$ cat config.mk
export PLATFORM = sky130hd
export DESIGN_NAME = vectored_int_flat
export DESIGN_NICKNAME = d
export VERILOG_FILES = /design/src/rtl/vectored_int_if.sv /design/src/rtl/vectored_int.sv /design/src/flat_wrapper.sv
export SDC_FILE = /design/constraint.sdc
export NUM_CORES = 1
export LEC_CHECK = 0
export BUFFER_PORTS_ARGS = -buffer_cell sky130_fd_sc_hd__buf_2
export CAP_MARGIN = 20
export CORE_MARGIN = 3
export CORE_UTILIZATION = 42
export CTS_BUF_LIST = sky130_fd_sc_hd__clkbuf_16
export DETAILED_ROUTE_END_ITERATION = 6
export PLACE_DENSITY = 0.93
export RECOVER_POWER = 100
export SKIP_CTS_REPAIR_TIMING = 1
export SYNTH_ARGS = -nofsm -noshare
export SYNTH_HDL_FRONTEND = slang
export SYNTH_SLANG_ARGS = --single-unit
$ cat constraint.sdc
create_clock -name clk -period 3.03 [get_ports clk]
set_clock_uncertainty 0.05 [all_clocks]
set_input_delay 0.4545 -clock clk [delete_from_list [all_inputs] [get_ports clk]]
set_output_delay 0.4545 -clock clk [all_outputs]
set_load 0.01 [all_outputs]
$ cat src/rtl/vectored_int_if.sv
// Bus between the interrupt vector generator and the core controller:
// the four peripheral completion lines, the acknowledge and the vector address.
interface vectored_int_if;
  logic        int_ack;
  logic        done1;
  logic        done2;
  logic        done3;
  logic        done4;
  logic [31:0] int_addr;

  // Controller/peripheral side: drives events and acknowledge, reads the vector.
  modport master (
    output int_ack,
    output done1,
    output done2,
    output done3,
    output done4,
    input  int_addr
  );

  // Vector generator side.
  modport slave (
    input  int_ack,
    input  done1,
    input  done2,
    input  done3,
    input  done4,
    output int_addr
  );
endinterface

$ cat src/rtl/vectored_int.sv
// Vectored interrupt generator: turns rising edges on four done lines into
// pending requests, resolves them by fixed priority (done1 highest) and presents
// the jump-table byte address of the winner while the controller acknowledges.
module vectored_int #(
  parameter logic [31:0] VEC_BASE   = 32'h0000_01F0,
  parameter int          VEC_STRIDE = 4
) (
  input  logic           clk,
  input  logic           reset,
  vectored_int_if.slave  bus
);

  // Bit 0 corresponds to done1 (highest priority), bit 3 to done4.
  logic [3:0] done_in;
  logic [3:0] done_d;
  logic [3:0] pend;
  logic [3:0] rise;
  logic [3:0] req;
  logic [3:0] grant;
  logic [1:0] sel_idx;
  logic       any_req;

  assign done_in = {bus.done4, bus.done3, bus.done2, bus.done1};

  // The current-cycle edge is folded in so a vector is ready in the same cycle.
  assign rise = done_in & ~done_d;
  assign req  = pend | rise;

  // Fixed-priority pick: lowest index wins; grant is one-hot or zero.
  always_comb begin
    grant   = 4'b0000;
    sel_idx = 2'd0;
    any_req = 1'b0;
    if (req[0]) begin
      grant   = 4'b0001;
      sel_idx = 2'd0;
      any_req = 1'b1;
    end else if (req[1]) begin
      grant   = 4'b0010;
      sel_idx = 2'd1;
      any_req = 1'b1;
    end else if (req[2]) begin
      grant   = 4'b0100;
      sel_idx = 2'd2;
      any_req = 1'b1;
    end else if (req[3]) begin
      grant   = 4'b1000;
      sel_idx = 2'd3;
      any_req = 1'b1;
    end
  end

  // Vector address only while acknowledging a real request; zero otherwise.
  always_comb begin
    bus.int_addr = 32'h0;
    if (bus.int_ack && any_req) begin
      bus.int_addr = VEC_BASE + 32'(VEC_STRIDE) * {30'd0, sel_idx};
    end
  end

  // Edge history and pending flags; the acknowledged winner is consumed,
  // everything else (including fresh edges) is retained.
  always_ff @(posedge clk or negedge reset) begin
    if (!reset) begin
      done_d <= 4'b0000;
      pend   <= 4'b0000;
    end else begin
      done_d <= done_in;
      pend   <= req & ~(grant & {4{bus.int_ack}});
    end
  end

endmodule

$ cat src/flat_wrapper.sv
// flat-port wrapper written by rule: the top's interface ports become plain ports
module vectored_int_flat 
#(
  parameter logic [31:0] VEC_BASE   = 32'h0000_01F0,
  parameter int          VEC_STRIDE = 4
)
  (clk, reset, bus_int_ack, bus_done1, bus_done2, bus_done3, bus_done4, bus_int_addr);
  vectored_int_if bus_i ();
  input  logic clk;
  input  logic reset;
  input wire logic [$bits(bus_i.int_ack)-1:0] bus_int_ack;
  input wire logic [$bits(bus_i.done1)-1:0] bus_done1;
  input wire logic [$bits(bus_i.done2)-1:0] bus_done2;
  input wire logic [$bits(bus_i.done3)-1:0] bus_done3;
  input wire logic [$bits(bus_i.done4)-1:0] bus_done4;
  output wire logic [$bits(bus_i.int_addr)-1:0] bus_int_addr;
  assign bus_i.int_ack = bus_int_ack;
  assign bus_i.done1 = bus_done1;
  assign bus_i.done2 = bus_done2;
  assign bus_i.done3 = bus_done3;
  assign bus_i.done4 = bus_done4;
  assign bus_int_addr = bus_i.int_addr;
  vectored_int #(.VEC_BASE(VEC_BASE), .VEC_STRIDE(VEC_STRIDE)) u_core (.clk(clk), .reset(reset), .bus(bus_i));
endmodule
* Yosys cells after proc, flatten, opt, wreduce, memory -nomap -nowiden *
Cells that the tools add are included.

storage, ports and cells
  bits in registers = 8
  input bits = 7
  output and inout port bits = 32
  word-level logic and storage cells = 23

operators by class
  add/sub/neg operators = 1
  mux-type cells = 13
  bitwise gates (word level) = 6
  reductions and logical operators = 1

operators by type and width
  kind                                                           count
  32-bit 2-to-1 mux                                              1
  4-bit 2-to-1 mux                                               4
  4-bit bitwise AND                                              3
  9-bit by 4-bit adder with 10-bit output, first input constant  1
  2-bit 2-to-1 mux                                               4
  4-bit NOT                                                      2
  1-bit 2-to-1 mux                                               4
  4-bit bitwise OR                                               1
  1-bit logical AND                                              1

* Depth between registers and ports, before layout *
  depth in word-level cells = 10
  mapped depth = 4
  gate-level depth less buffers = 3

* Worst setup path before layout *
OpenSTA, ideal clock, no wires.

  kind = input -> output
  start = input bus_done2
  end = output bus_int_addr[5]
  arrival = 1.380 ns
  path slack = 1.145 ns
  stages = 4
  cell sequence = nor2b_1 -> nor2_1 -> a41oi_1 -> buf_4

on the way
  cells in the longest elaborated chain, start to end = 6

RTL lines
  element                                                                              line                                    source
  start, declared                                                                      flat_wrapper.sv:13                      input wire logic [$bits(bus_i.done2)-1:0] bus_done2;
  4-bit bitwise AND *                                                                  vectored_int.sv:26                      assign rise = done_in & ~done_d;
  4-bit bitwise OR *                                                                   vectored_int.sv:27                      assign req = pend | rise;
  2-bit 2-to-1 mux / 1-bit 2-to-1 mux (equally long branches)                          vectored_int.sv:38                      end else if (req[1]) begin
  2-bit 2-to-1 mux / 1-bit 2-to-1 mux (equally long branches)                          vectored_int.sv:34                      if (req[0]) begin
  9-bit by 4-bit adder with 10-bit output / 1-bit logical AND (equally long branches)  vectored_int.sv:57, vectored_int.sv:56
  32-bit 2-to-1 mux *                                                                  vectored_int.sv:56                      if (bus.int_ack && any_req) begin
  end, declared                                                                        flat_wrapper.sv:16                      output wire logic [$bits(bus_i.int_addr)-1:0] bus_int_addr;

Mark *: on every way between the ends. The rest lies on a longest branch, timed or not.

* Final worst setup path *
  start = register u_core.done_d[3]
  end = output bus_int_addr[5]

on the way
  cells in the longest elaborated chain, start to end = 9

RTL lines
  element                                                                              line                                    source
  start, declared                                                                      vectored_int.sv:15                      logic [3:0] done_d;
  start signal, assigned                                                               vectored_int.sv:68                      done_d <= done_in;
  4-bit NOT *                                                                          vectored_int.sv:26
  4-bit bitwise AND *                                                                  vectored_int.sv:26
  4-bit bitwise OR *                                                                   vectored_int.sv:27
  2-bit 2-to-1 mux / 1-bit 2-to-1 mux (equally long branches)                          vectored_int.sv:46                      end else if (req[3]) begin
  2-bit 2-to-1 mux / 1-bit 2-to-1 mux (equally long branches)                          vectored_int.sv:42                      end else if (req[2]) begin
  2-bit 2-to-1 mux / 1-bit 2-to-1 mux (equally long branches)                          vectored_int.sv:38
  2-bit 2-to-1 mux / 1-bit 2-to-1 mux (equally long branches)                          vectored_int.sv:34
  9-bit by 4-bit adder with 10-bit output / 1-bit logical AND (equally long branches)  vectored_int.sv:57, vectored_int.sv:56
  32-bit 2-to-1 mux *                                                                  vectored_int.sv:56

Marked as above.

==> out/qor.yml <==
run_status: "completed"
max_freq_mhz: 512
initial_core_util_pct: 47.1
arrival_ns: 1.45
core_um2: 1170
rsz0062_at_grt: "false"
grt_pass1_wl_um: 1230
grt_pass1_vias: 287
criticalPathCategory: "flip-flop to output pin"
htreeDepth: 1
die_x_um: 42.2
period_needed_ns: 1.95
startpoint_type: "flip-flop"
wl_um: 838
vdd_drop_max_v: 0.000492
ioPinCount: 39
area_delta_synth_final_pct: 2.95
route.detailed.drc: 0
layout_common_cells: "conb_1, clkbuf_1, dfrtp_1"
synth_area_um2: 552
timing.rr.end: "u_core.pend[3]$_DFF_PN0_"
min_path_type: "primary input to asynchronous set/reset pin"
end_kind: "output pin"
drt_iter0_markers: 9
dr.pass1.iters: 4
synth_area_leaders: "buf_4, dfrtp_1, a21oi_1, a41oi_1, a2111oi_2"
ys_types: 14
avgSynthCellArea_um2: 9.68
portBuffers: 13
cts_max_path_buffers: 2
antenna_left: 0
cp_max_fo: 5
finalNetCount: 77
dieHeight_um: 42.2
slew_viol_final: 0
viasPerCell: 4.04
fin_area_um2: 568
max_cap_viol_count: 0
yosysTopAreaCellShare_pct: 39.5
cts_tree: "done"
yosys.area.top_type: "buf_4"
grt_util_all_layers_pct: 9.89
die_area_um2: 1780
vias: 331
min_period_over_period_pct: 64.5
worstPathRequired_ns: 2.53
gp_congestion: 0.751
r2r_slack_ns: 1.95
layout-drive-gt1-share_pct: 13.2
placed_cell_area_um2: 507
yosysSeqAreaShare_pct: 36.3
power_density_nw_per_um2: 703
hold_violations: 0
r2r-start: "u_core.done_d[0]$_DFF_PN0_"
clk_latency_ns: 0.23
n_antenna_cell: 0
clock_sinks: 8
cts_buffers: 3
cts_root_buffer: "clkbuf_16"
fp-row-count: 12
ys_ff_latch: 8
tns_ns: 0
finalSetupViolCount: 0
final_common_cell: "conb_1"
antenna_found_initial: 0
synth_cells: 57
path_clk_slew_ns: 0.04
grt_max_degree: 9
yosysWarnings: 0
leakagePower_nw: 0.294
rr_worst_depth: 3
wl_per_cell_um: 10.2
grt_overflow_total: 0
dpl.hpwl_um: 688
[state kept, by name, summed over array words and instances, names as in the netlist]
name,cells
u_core.pend,4
u_core.done_d,4
[final cells by class]
class,instances,area [um2]
multi-input cells,40,209
clock buffers,3,75.1
inverters,4,15.0
flip-flops and latches,8,200
fillers,120,603
well taps,14,17.5
repair buffers,13,51.3
[metal layers]
layer	up-vias	routed length, um	global-route usage (%)
met5	-	0	0
met4	0	0	5.59
met3	0	127	7.30
met2	26	412	13.1
met1	148	299	11.3
li1	157	-	-
[metrics by stage]
stage	util [%]	hold slack (ns)	worst slack [ns]	instances	power, mW
after floorplan	-	0.109	1.15	81	0.193
after global placement	43.3	0.248	1.18	79	0.182
after detailed placement	43.3	0.250	1.13	79	0.184
after CTS	49.7	0.00856	1.08	82	0.404
after global routing	48.5	0.118	0.957	82	0.422
final	48.5	0.0733	1.08	82	0.399
[critical path, cell delays in order (launching register included)]
cell and delay, ns:
dfrtp_1 0.36, nand2b_4 0.14, and2_4 0.16, a41oi_1 0.35
clkbuf_1 0.21
[kinds of logic (layout without fill, tap and decap cells)]
family	Yosys count	count (layout)	synth area share, %
compound gates	10	10	14.3
buf+inv	33	20	42.2
flops	8	8	36.3
other cells	1	25	0.680
simple gates	5	5	6.58
[power by group]
part,leakage [nW],switching [mW],internal (mW)
combinational,0.164,0.0416,0.0177
sequential,0.0931,0.00452,0.118
clock,0.0370,0.0480,0.170
total,0.294,0.0941,0.305
[worst max path at each step]
stage	depth (start not counted)	endpoint	from	slack, ns
finish	4	bus_int_addr[5]	u_core.done_d[3]$_DFF_PN0_	1.08
global route	4	bus_int_addr[5]	u_core.done_d[1]$_DFF_PN0_	0.96
CTS	4	bus_int_addr[5]	u_core.done_d[3]$_DFF_PN0_	1.08
detailed placement	5	bus_int_addr[5]	bus_done2	1.13
global placement	5	bus_int_addr[3]	bus_done4	1.18
floorplan	4	bus_int_addr[5]	bus_done2	1.15
[synth_stat cells]
cell	number
a2111oi_2	1
a211o_1	1
a21oi_1	4
a221o_2	1
a31oi_1	1
a41oi_1	2
and2_4	1
buf_4	29
conb_1	1
dfrtp_1	8
inv_1	4
nand2b_4	1
nor2_1	2
nor2b_1	1
Note: power is estimated with default switching activity, not from simulation.
